### src/rtl/tiny16_mem_pkg.sv
// Shared definitions for the tiny16 memory front end: port ids and the
// ACCEPT->EXEC stage register payload.
package tiny16_mem_pkg;

    localparam logic PORT_FETCH = 1'b0;
    localparam logic PORT_DATA  = 1'b1;

    localparam int unsigned STG_DATA_W = 16;

    typedef struct packed {
        logic                  vld;
        logic                  port;
        logic                  we;
        logic                  err;
        logic [STG_DATA_W-1:0] wdata;
    } stage_t;

endpackage

### src/rtl/mem_arbiter_rr_arb2.sv
// Two-requester round-robin arbiter; last_grant resets to the data port so
// the fetch port wins the first contested cycle.
module rr_arb2
    import tiny16_mem_pkg::*;
(
    input  logic       clk,
    input  logic       rst,
    input  logic [1:0] valid,
    input  logic       accept,
    output logic [1:0] grant
);

    logic last_q;
    logic last_d;

    always_ff @(posedge clk) begin
        if (rst) begin
            last_q <= PORT_DATA;
        end else begin
            last_q <= last_d;
        end
    end

    // Pointer only moves when something is actually granted.
    always_comb begin
        last_d = last_q;
        if (accept) begin
            case (valid)
                2'b01:   last_d = PORT_FETCH;
                2'b10:   last_d = PORT_DATA;
                2'b11:   last_d = ~last_q;
                default: last_d = last_q;
            endcase
        end
    end

    always_comb begin
        grant = 2'b00;
        if (accept) begin
            case (valid)
                2'b01:   grant = 2'b01;
                2'b10:   grant = 2'b10;
                2'b11:   grant = (last_q == PORT_DATA) ? 2'b01 : 2'b10;
                default: grant = 2'b00;
            endcase
        end
    end

endmodule

### src/rtl/mem_arbiter.sv
// Fetch/data round-robin sequencer in front of the single-ported memory:
// ACCEPT loads MAR, EXEC drives the read/write strobe, response follows.
module mem_arbiter
    import tiny16_mem_pkg::*;
#(
    parameter int unsigned ADDR_W   = 16,
    parameter int unsigned DATA_W   = STG_DATA_W,
    parameter int unsigned MEM_SIZE = 256
) (
    input  logic              clk,
    input  logic              rst,

    input  logic              p0_valid,
    input  logic              p0_we,
    input  logic [ADDR_W-1:0] p0_addr,
    input  logic [DATA_W-1:0] p0_wdata,
    output logic              p0_ready,
    output logic              p0_rvalid,
    output logic [DATA_W-1:0] p0_rdata,
    output logic              p0_err,

    input  logic              p1_valid,
    input  logic              p1_we,
    input  logic [ADDR_W-1:0] p1_addr,
    input  logic [DATA_W-1:0] p1_wdata,
    output logic              p1_ready,
    output logic              p1_rvalid,
    output logic [DATA_W-1:0] p1_rdata,
    output logic              p1_err,

    output logic              mem_addr_en,
    output logic [ADDR_W-1:0] mem_addr,
    output logic              mem_in_en,
    output logic [DATA_W-1:0] mem_in,
    output logic              mem_out_en,
    input  logic [DATA_W-1:0] mem_out
);

    logic [1:0]        valid;
    logic [1:0]        grant;
    logic              win;
    logic [ADDR_W-1:0] win_addr;
    logic              exec_ok;
    logic              rsp;
    stage_t            stg_q;
    stage_t            stg_d;

    assign valid = {p1_valid, p0_valid};

    rr_arb2 u_arb (
        .clk    (clk),
        .rst    (rst),
        .valid  (valid),
        .accept (!rst),
        .grant  (grant)
    );

    // ACCEPT: winner loads MAR directly; ready never waits on EXEC.
    assign win         = grant[1];
    assign win_addr    = win ? p1_addr : p0_addr;
    assign p0_ready    = grant[0];
    assign p1_ready    = grant[1];
    assign mem_addr_en = |grant;
    assign mem_addr    = win_addr;

    always_comb begin
        stg_d       = '0;
        stg_d.vld   = |grant;
        stg_d.port  = win;
        stg_d.we    = win ? p1_we : p0_we;
        stg_d.err   = 32'(win_addr) >= MEM_SIZE;
        stg_d.wdata = STG_DATA_W'(win ? p1_wdata : p0_wdata);
    end

    always_ff @(posedge clk) begin
        if (rst) begin
            stg_q <= '0;
        end else begin
            stg_q <= stg_d;
        end
    end

    // EXEC: MAR already holds the address; rst drops an in-flight access.
    assign exec_ok    = !rst && stg_q.vld && !stg_q.err;
    assign mem_in_en  = exec_ok && stg_q.we;
    assign mem_out_en = exec_ok && !stg_q.we;
    assign mem_in     = DATA_W'(stg_q.wdata);

    // Reads and any out-of-range request answer; good writes are silent.
    assign rsp = stg_q.vld && (!stg_q.we || stg_q.err);

    always_ff @(posedge clk) begin
        if (rst) begin
            p0_rvalid <= 1'b0;
            p0_err    <= 1'b0;
            p0_rdata  <= '0;
            p1_rvalid <= 1'b0;
            p1_err    <= 1'b0;
            p1_rdata  <= '0;
        end else begin
            p0_rvalid <= rsp && (stg_q.port == PORT_FETCH);
            p0_err    <= rsp && (stg_q.port == PORT_FETCH) && stg_q.err;
            p1_rvalid <= rsp && (stg_q.port == PORT_DATA);
            p1_err    <= rsp && (stg_q.port == PORT_DATA) && stg_q.err;
            if (rsp && (stg_q.port == PORT_FETCH)) begin
                p0_rdata <= stg_q.err ? '0 : mem_out;
            end
            if (rsp && (stg_q.port == PORT_DATA)) begin
                p1_rdata <= stg_q.err ? '0 : mem_out;
            end
        end
    end

endmodule
### config.mk
export PLATFORM = sky130hd
export DESIGN_NAME = mem_arbiter
export DESIGN_NICKNAME = d
export VERILOG_FILES = /design/src/rtl/tiny16_mem_pkg.sv /design/src/rtl/mem_arbiter_rr_arb2.sv /design/src/rtl/mem_arbiter.sv
export SDC_FILE = /design/constraint.sdc
export NUM_CORES = 1
export LEC_CHECK = 0
export ABC_AREA = 1
export CAP_MARGIN = 20
export CORE_MARGIN = 5
export CORE_UTILIZATION = 40
export DETAILED_ROUTE_END_ITERATION = 16
export GPL_TIMING_DRIVEN = 1
export HOLD_SLACK_MARGIN = 0.1
export PLACE_DENSITY = 0.82
export SYNTH_ARGS = -nofsm -noshare
export SYNTH_HDL_FRONTEND = slang
export SYNTH_HIERARCHICAL = 1
export SYNTH_SLANG_ARGS = --single-unit
### constraint.sdc
create_clock -name clk -period 3.7 [get_ports clk]
set_input_delay 0.74 -clock clk [delete_from_list [all_inputs] [get_ports clk]]
set_output_delay 0.74 -clock clk [all_outputs]
set_load 0.03 [all_outputs]
==> results_tabular.tex, run 1 <==
\begin{tabular}{lr}
\hline
Metric & Value \\
\hline
\multicolumn{2}{l}{\textbf{Clocking}} \\
Total number of clock tree sinks & 57 \\
Resized Gates After CTS & 0 \\
Number of buffers created by CTS & 9 \\
Clk Latency, worst-skew pair & 320 ps \\
TritonCTS clock tree & yes \\
Count of buffers added by post-CTS timing repair for setup & 0 \\
H-tree depth & 3 \\
Number of buffers inserted for hold repair after clock tree synthesis & 0 \\
Root buffer selected by CTS & sky130\_fd\_sc\_hd\_\_clkbuf\_8 \\
Deepest clock path buffer count & 2 \\
Clk pin slew, worst setup/hold paths & 60 ps \\
\multicolumn{2}{l}{\textbf{Power}} \\
PD cells & around 370 mW/mm² \\
Worst ir drop on vdd & roughly 0.24 mV \\
Static leakage & between 0.0015 and 0.002 µW \\
\multicolumn{2}{l}{\textbf{Placement}} \\
Number of I/O port buffers & 158 \\
RD Place Congestion & 0.816 \\
Placed cell areas & around 0.004 mm² \\
HPWL Detailed & around 5.8 mm \\
\multicolumn{2}{l}{\textbf{Synth}} \\
Synth warnings & 6 \\
Register bit total from synthesis & between 50 and 60 \\
Top cell type by total area after synthesis & sky130\_fd\_sc\_hd\_\_dfxtp\_1 \\
Cell types with the largest area share after synthesis & sky130\_fd\_sc\_hd\_\_dfxtp\_1, sky130\_fd\_sc\_hd\_\_nand2\_1, sky130\_fd\_sc\_hd\_\_nor2\_1 \\
Post-synthesis cell area & about 0.0026 mm² \\
Number of cells produced by synthesis & just under 400 \\
Synthesized netlist net count & between 400 and 500 \\
Syn\_area\_per\_cell & around 6.8 µm² \\
Yosys cell types & 21 \\
Part of the Yosys area used for sequential elements & a little over two fifths \\
Fraction of post-synthesis cell area in the top cell type by area & 43.3\% \\
\multicolumn{2}{l}{\textbf{Hold path}} \\
Worst hold path class & flop to flop \\
Startpoint of the worst hold path & p1\_rdata[4]\$\_SDFFE\_PP0P\_ \\
\multicolumn{2}{l}{\textbf{GRT}} \\
Pin count of the biggest net entering global routing & 46 \\
Antenna violations before repair & 0 \\
GRT Residual Overflow & 0 \\
Via count of the first global-routing pass & between 2000 and 3000 \\
All-layer global routing usage & roughly 18\% \\
Wire length of the first global-routing pass & about 12 mm \\
\multicolumn{2}{l}{\textbf{Drt}} \\
DRC violation count after routing & 0 \\
Post-route met1 wirelength & 3.06 mm \\
Total length of routed met2 wires & between 3 and 4 mm \\
WL met3 & 516 µm \\
Uppermost metal layer occupied by signal nets & met4 \\
Violation count after the first detailed-route iteration & $\sim$110 \\
Iteration count of the initial detailed-routing pass & 4 \\
Post-detailed-routing wire length & 7.70 mm \\
Via-per-instance ratio & around 4.5 \\
Post-route ant nets & 0 \\
Detail-routed net length per standard cell & 12.7 µm \\
Overall via count from detail\_route & around 2700 \\
\multicolumn{2}{l}{\textbf{STA}} \\
Slew Limit Fails & 0 \\
Unrepaired setup endpoints after global routing & false \\
Setup TNS after final layout & 0 ps \\
Count of endpoints failing hold in the final timing report & 0 \\
Number of setup violations in the final report & 0 \\
Achievable Freq & 322 MHz \\
Worst rel slew slack & 47.6\% \\
Worst clock skew & approximately 11 ps \\
Measured slew at the worst slew-check pin & just under 800 ps \\
Worst hold-check slack & 446 ps \\
Minimum clock period after layout & around 3100 ps \\
Crit share post-route & around 84\% \\
\multicolumn{2}{l}{\textbf{Critical path}} \\
First element of the critical path & rst \\
Critical-path maximum fanout & 3 \\
Crit path capture type & output port \\
CP arrival & between 2000 and 2500 ps \\
Worst endpoint required time & roughly 3000 ps \\
Crit Path Class & input port to output port \\
Origin of the critical flop-to-flop path & stg\_q[16]\$\_SDFF\_PP0\_ \\
Startpoint type of the worst setup path & input port \\
\multicolumn{2}{l}{\textbf{Run status}} \\
Status & completed \\
\multicolumn{2}{l}{\textbf{Floorplan}} \\
Initial cell density of the core & 41.2\% \\
Die Wd & 91.1 µm \\
Core Area & between 0.006 and 0.007 mm² \\
Die span in y & 91.1 µm \\
Standard-cell rows & 29 \\
Die footprint & slightly above 0.008 mm² \\
Top-level port count & 159 \\
\multicolumn{2}{l}{\textbf{Final layout}} \\
Design area & approximately 0.0042 mm² \\
Layout cell share with drive strength beyond 1 & roughly 8.0\% \\
Layout Area Growth over Synthesis & 60.6\% \\
Antenna cells & 0 \\
Commonest non-fill, non-tap cells in the layout & sky130\_fd\_sc\_hd\_\_clkdlybuf4s50\_1, sky130\_fd\_sc\_hd\_\_nand2\_1, sky130\_fd\_sc\_hd\_\_nor2\_1 \\
Final net count & around 610 \\
Most frequent standard cell in the layout excluding fill and tap cells & sky130\_fd\_sc\_hd\_\_clkdlybuf4s50\_1 \\
Filler Cell Count & between 500 and 600 \\
\multicolumn{2}{l}{\textbf{Run}} \\
Number of max-cap violations & 0 \\
\hline
\end{tabular}
per-stage QoR:
step           total power (µW)  setup WS (ps)  instances  util (%)
3_3_place_gp               1050            607        589      63.4
6_report                   1550            598        605      66.2
4_1_cts                    1570            595        605      66.2
3_5_place_dp               1050            605        589      63.4
5_1_grt                    1640            490        605      66.2
2_1_floorplan               881            303        387         -
per-layer routing:
layer,global-route usage (%),up-vias
met1,20.9,1179
met2,32.5,101
li1,-,1423
met5,0,-
met4,5.62,0
met3,5.62,13
sequential cells by signal (all words and copies together), names as in the netlist:
name	count
mem_in	16
p0_rdata	16
p1_rdata	16
stg_q	4
p0_err	1
p0_rvalid	1
p1_err	1
p1_rvalid	1
u_arb/last_q	1
synth_stat cells:
cell,number
sky130_fd_sc_hd__nand2_8,1
sky130_fd_sc_hd__inv_2,1
sky130_fd_sc_hd__nor3_2,1
sky130_fd_sc_hd__inv_4,1
sky130_fd_sc_hd__nand3_4,1
sky130_fd_sc_hd__buf_6,5
sky130_fd_sc_hd__inv_1,47
sky130_fd_sc_hd__nand4_1,5
sky130_fd_sc_hd__nor2_1,91
sky130_fd_sc_hd__buf_2,6
sky130_fd_sc_hd__buf_4,20
sky130_fd_sc_hd__clkbuf_1,6
sky130_fd_sc_hd__nor4_1,1
sky130_fd_sc_hd__o21ai_0,28
sky130_fd_sc_hd__nand3b_4,1
sky130_fd_sc_hd__clkinv_1,1
sky130_fd_sc_hd__nor3_1,2
sky130_fd_sc_hd__dfxtp_1,57
sky130_fd_sc_hd__nand3_1,2
sky130_fd_sc_hd__a21oi_1,19
sky130_fd_sc_hd__nand2_1,91
power by group:
| group | switching [µW] | total (µW) | internal [µW] |
|---|---|---|---|
| clock network | 236 | 515 | 278 |
| logic | 195 | 374 | 179 |
| registers | 20.0 | 664 | 644 |
kinds of logic (layout without fill, tap and decap cells):
family                 after synthesis  after routing  share of synthesized area (%)
and+or+nand+nor                    196            196                           30.7
buffers and inverters               87            228                           17.1
DFF                                 57             57                           43.3
AOI/OAI and AO/OA                   47             47                           8.93
area by class of cell:
type | count | area, µm² | share of cell area [%]
repair buffers | 162 | 1570 | 37.2
flip-flops and latches | 57 | 1140 | 27.0
multi-input cells | 243 | 1050 | 24.8
inverters | 50 | 190 | 4.50
clock buffers | 12 | 155 | 3.67
well taps | 77 | 96.3 | 2.28
clock inverters | 4 | 27.5 | 0.651
path summary, 6_finish.rpt:
check	endpoint	slack, ps	cells after the start
hold / removal	p1_rdata[4]$_SDFFE_PP0P_	450	2
hold reg to reg	p1_rdata[4]$_SDFFE_PP0P_	450	2
setup reg to reg	p0_rdata[15]$_SDFFE_PP0P_	1910	6
setup / recovery	mem_addr_en	600	7
critical path, cell delays in order:
cell and delay, ps:
sky130_fd_sc_hd__clkdlybuf4s50_1 470, sky130_fd_sc_hd__clkinv_1 110, sky130_fd_sc_hd__nand2_1 70, sky130_fd_sc_hd__a21oi_1 150, sky130_fd_sc_hd__inv_1 70, sky130_fd_sc_hd__nand2_1 70
sky130_fd_sc_hd__clkdlybuf4s50_1 670
Power figures use the tool's default switching activity.
==> run 2, diff against run 1 <==
Settings changed: CORE_UTILIZATION 40 to 34, PLACE_DENSITY 0.82 to 0.74.
Clock period 3.7 ns to 2.8 ns, I/O delays scaled along.
==> run 2 against run 1 <==
Non-clock buffer count rose by 2. Cell area up 1.7%. Clock power rose by 49%. Via count is 1.7% higher. Sequential share of layout area shrank 0.46 points. Worst setup slack lost 480 ps.
==> results_tabular.tex, run 2 (synthesis gave the netlist of run 1 again) <==
\begin{tabular}{lr}
\hline
Metric & Value \\
\hline
\multicolumn{2}{l}{\textbf{Run status}} \\
Status & completed \\
\multicolumn{2}{l}{\textbf{GRT}} \\
All-layer global routing usage & about 16\% \\
Wire length of the first global-routing pass & between 10 and 15 mm \\
GRT Residual Overflow & 0 \\
Via count of the first global-routing pass & approximately 2700 \\
Antenna violations before repair & 0 \\
Pin count of the biggest net entering global routing & 36 \\
\multicolumn{2}{l}{\textbf{Floorplan}} \\
Core Area & roughly 0.0076 mm² \\
Standard-cell rows & 32 \\
Top-level port count & 159 \\
Die footprint & roughly 0.0096 mm² \\
Initial cell density of the core & approximately a third \\
Die span in y & 98.0 µm \\
Die Wd & 98.0 µm \\
\multicolumn{2}{l}{\textbf{Drt}} \\
Via-per-instance ratio & 4.37 \\
Iteration count of the initial detailed-routing pass & 4 \\
Violation count after the first detailed-route iteration & 94 \\
DRC violation count after routing & 0 \\
Post-route ant nets & 0 \\
Post-detailed-routing wire length & 7.87 mm \\
Detail-routed net length per standard cell & approximately 12 µm \\
Overall via count from detail\_route & 2763 \\
\multicolumn{2}{l}{\textbf{Critical path}} \\
Worst Reg2Reg Path Length in Cells & 5 \\
Number of stages on the worst setup path & 7 \\
Cell at the slowest stage of the critical path & sky130\_fd\_sc\_hd\_\_clkdlybuf4s50\_1 \\
Crit path capture type & output port \\
Buffers plus inverters on the worst setup path & 4 \\
Crit Path Class & input port to output port \\
Worst endpoint required time & 2240 ps \\
Worst path cell trace & clkdlybuf4s50\_1 > clkinv\_1 > nand2\_1 > a21oi\_4 > inv\_2 > nand2\_1 > clkdlybuf4s50\_1 \\
Maximum cell stage delay along the critical path & $\sim$660 ps \\
Critical-path maximum fanout & 4 \\
CP arrival & about 2100 ps \\
Crit-path leading delay family & buffers and inverters \\
Startpoint type of the worst setup path & input port \\
\multicolumn{2}{l}{\textbf{STA}} \\
Slew Limit Fails & 0 \\
Crit share post-route & between 90\% and 100\% \\
Measured slew at the worst slew-check pin & about 760 ps \\
Worst rel slew slack & roughly half \\
Worst clock skew & 10.1 ps \\
Setup TNS after final layout & 0 ps \\
Minimum clock period after layout & between 2000 and 3000 ps \\
Number of setup violations in the final report & 0 \\
Achievable Freq & roughly 370 MHz \\
Count of endpoints failing hold in the final timing report & 0 \\
Unrepaired setup endpoints after global routing & false \\
\multicolumn{2}{l}{\textbf{Clocking}} \\
H-tree depth & 3 \\
Root buffer selected by CTS & sky130\_fd\_sc\_hd\_\_clkbuf\_8 \\
TritonCTS clock tree & yes \\
Total number of clock tree sinks & 57 \\
Count of buffers added by post-CTS timing repair for setup & 0 \\
Number of buffers created by CTS & 9 \\
Deepest clock path buffer count & 2 \\
Number of buffers inserted for hold repair after clock tree synthesis & 0 \\
Clk Latency, worst-skew pair & about 330 ps \\
Clk pin slew, worst setup/hold paths & roughly 60 ps \\
\multicolumn{2}{l}{\textbf{Final layout}} \\
Final net count & 611 \\
Commonest non-fill, non-tap cells in the layout & sky130\_fd\_sc\_hd\_\_clkdlybuf4s50\_1, sky130\_fd\_sc\_hd\_\_nand2\_1, sky130\_fd\_sc\_hd\_\_nor2\_1 \\
Most frequent standard cell in the layout excluding fill and tap cells & sky130\_fd\_sc\_hd\_\_clkdlybuf4s50\_1 \\
Layout cell share with drive strength beyond 1 & under 10\% \\
Layout Area Growth over Synthesis & 63.4\% \\
Filler Cell Count & between 700 and 800 \\
Antenna cells & 0 \\
\multicolumn{2}{l}{\textbf{Power}} \\
Post-layout power & 2150 µW \\
PD cells & between 400 and 500 mW/mm² \\
Cell-internal power & between 1500 and 2000 µW \\
Static leakage & a little under 0.002 µW \\
Portion of total power attributed to the clock network & 35.8\% \\
Switching Share & between 20\% and 30\% \\
Worst ir drop on vdd & around 0.22 mV \\
Proportion of power drawn by combinational gates & between 20\% and 30\% \\
Net switching power & 620 µW \\
Sequential share of power & between 40 and 50\% \\
\multicolumn{2}{l}{\textbf{Placement}} \\
RD Place Congestion & 0.790 \\
Number of I/O port buffers & between 150 and 200 \\
HPWL Detailed & between 6 and 7 mm \\
\multicolumn{2}{l}{\textbf{Run}} \\
Number of max-cap violations & 0 \\
\multicolumn{2}{l}{\textbf{Hold path}} \\
Worst hold path class & flop to flop \\
Worst Hold Depth & 2 \\
\hline
\end{tabular}
==> run 2: cell types whose count changed in the layout (fill, tap and decap cells not counted), sizes merged <==
cell           previous run  this run
buf                      20        24
clkbuf                   12        10
clkdlybuf4s50           142       140
bufinv                    0         1
inv                      49        50
==> run 2: metal layers <==
metal | vias up | GRT usage [%] | wire (µm)
met5 | - | 0 | 0
met2 | 113 | 28.5 | 3980
li1 | 1432 | - | -
met1 | 1207 | 18.5 | 3170
met3 | 11 | 4.50 | 565
met4 | 0 | 7.03 | 152
==> run 2: timing repair <==
item / CTS / global route
resized for setup: 0 / 1
setup endpoints to repair: 0 / 1
endpoints found under the hold margin: 0 / 0
==> run 2: tightest hold or removal path: cells and delay by family, from the launching register on <==
family                 cells  cell delay [ps]
AO/OA/AOI/OAI              1               50
buffers and inverters      1               50
flip-flops                 1              310
==> run 2: area by class of cell <==
class / instances / area, µm² / share of cell area (%)
sequential: 57 / 1140 / 26.5
multi-input combinational: 243 / 1050 / 24.5
timing repair buffer: 164 / 1590 / 36.8
tap: 102 / 128 / 2.97
clock buffer: 10 / 138 / 3.20
inverter: 50 / 190 / 4.42
clock inverter: 6 / 66.3 / 1.54
==> run 2: worst paths after layout <==
kind                                                from                        to  slack, ps
worst max-delay path                                 rst               mem_addr_en        120
worst min-delay path            p1_rdata[4]$_SDFFE_PP0P_  p1_rdata[4]$_SDFFE_PP0P_        440
worst max register to register      stg_q[16]$_SDFF_PP0_  p0_rdata[4]$_SDFFE_PP0P_       1020
worst min register to register  p1_rdata[4]$_SDFFE_PP0P_  p1_rdata[4]$_SDFFE_PP0P_        440
==> run 2: stage by stage <==
stage                     hold WS (ps)  utilization, %  worst slack [ps]  instance area [µm²]  instances
final                              444            56.3               118                 4300        632
after CTS                          447            56.2              87.4                 4300        632
after global routing               470            56.3              34.6                 4300        632
after detailed placement           437            53.6              91.9                 4100        616
after global placement             432            53.6               159                 4100        616
after floorplan                    501               -              48.6                 2650        387
==> run 2: power by group through the flow <==
stage | clock network, µW | logic, µW | registers (µW)
6_report | 769 | 500 | 877
5_1_grt | 841 | 539 | 882
4_1_cts | 800 | 503 | 877
3_5_place_dp | 0 | 501 | 896
3_3_place_gp | 0 | 495 | 894
2_1_floorplan | 0 | 244 | 922
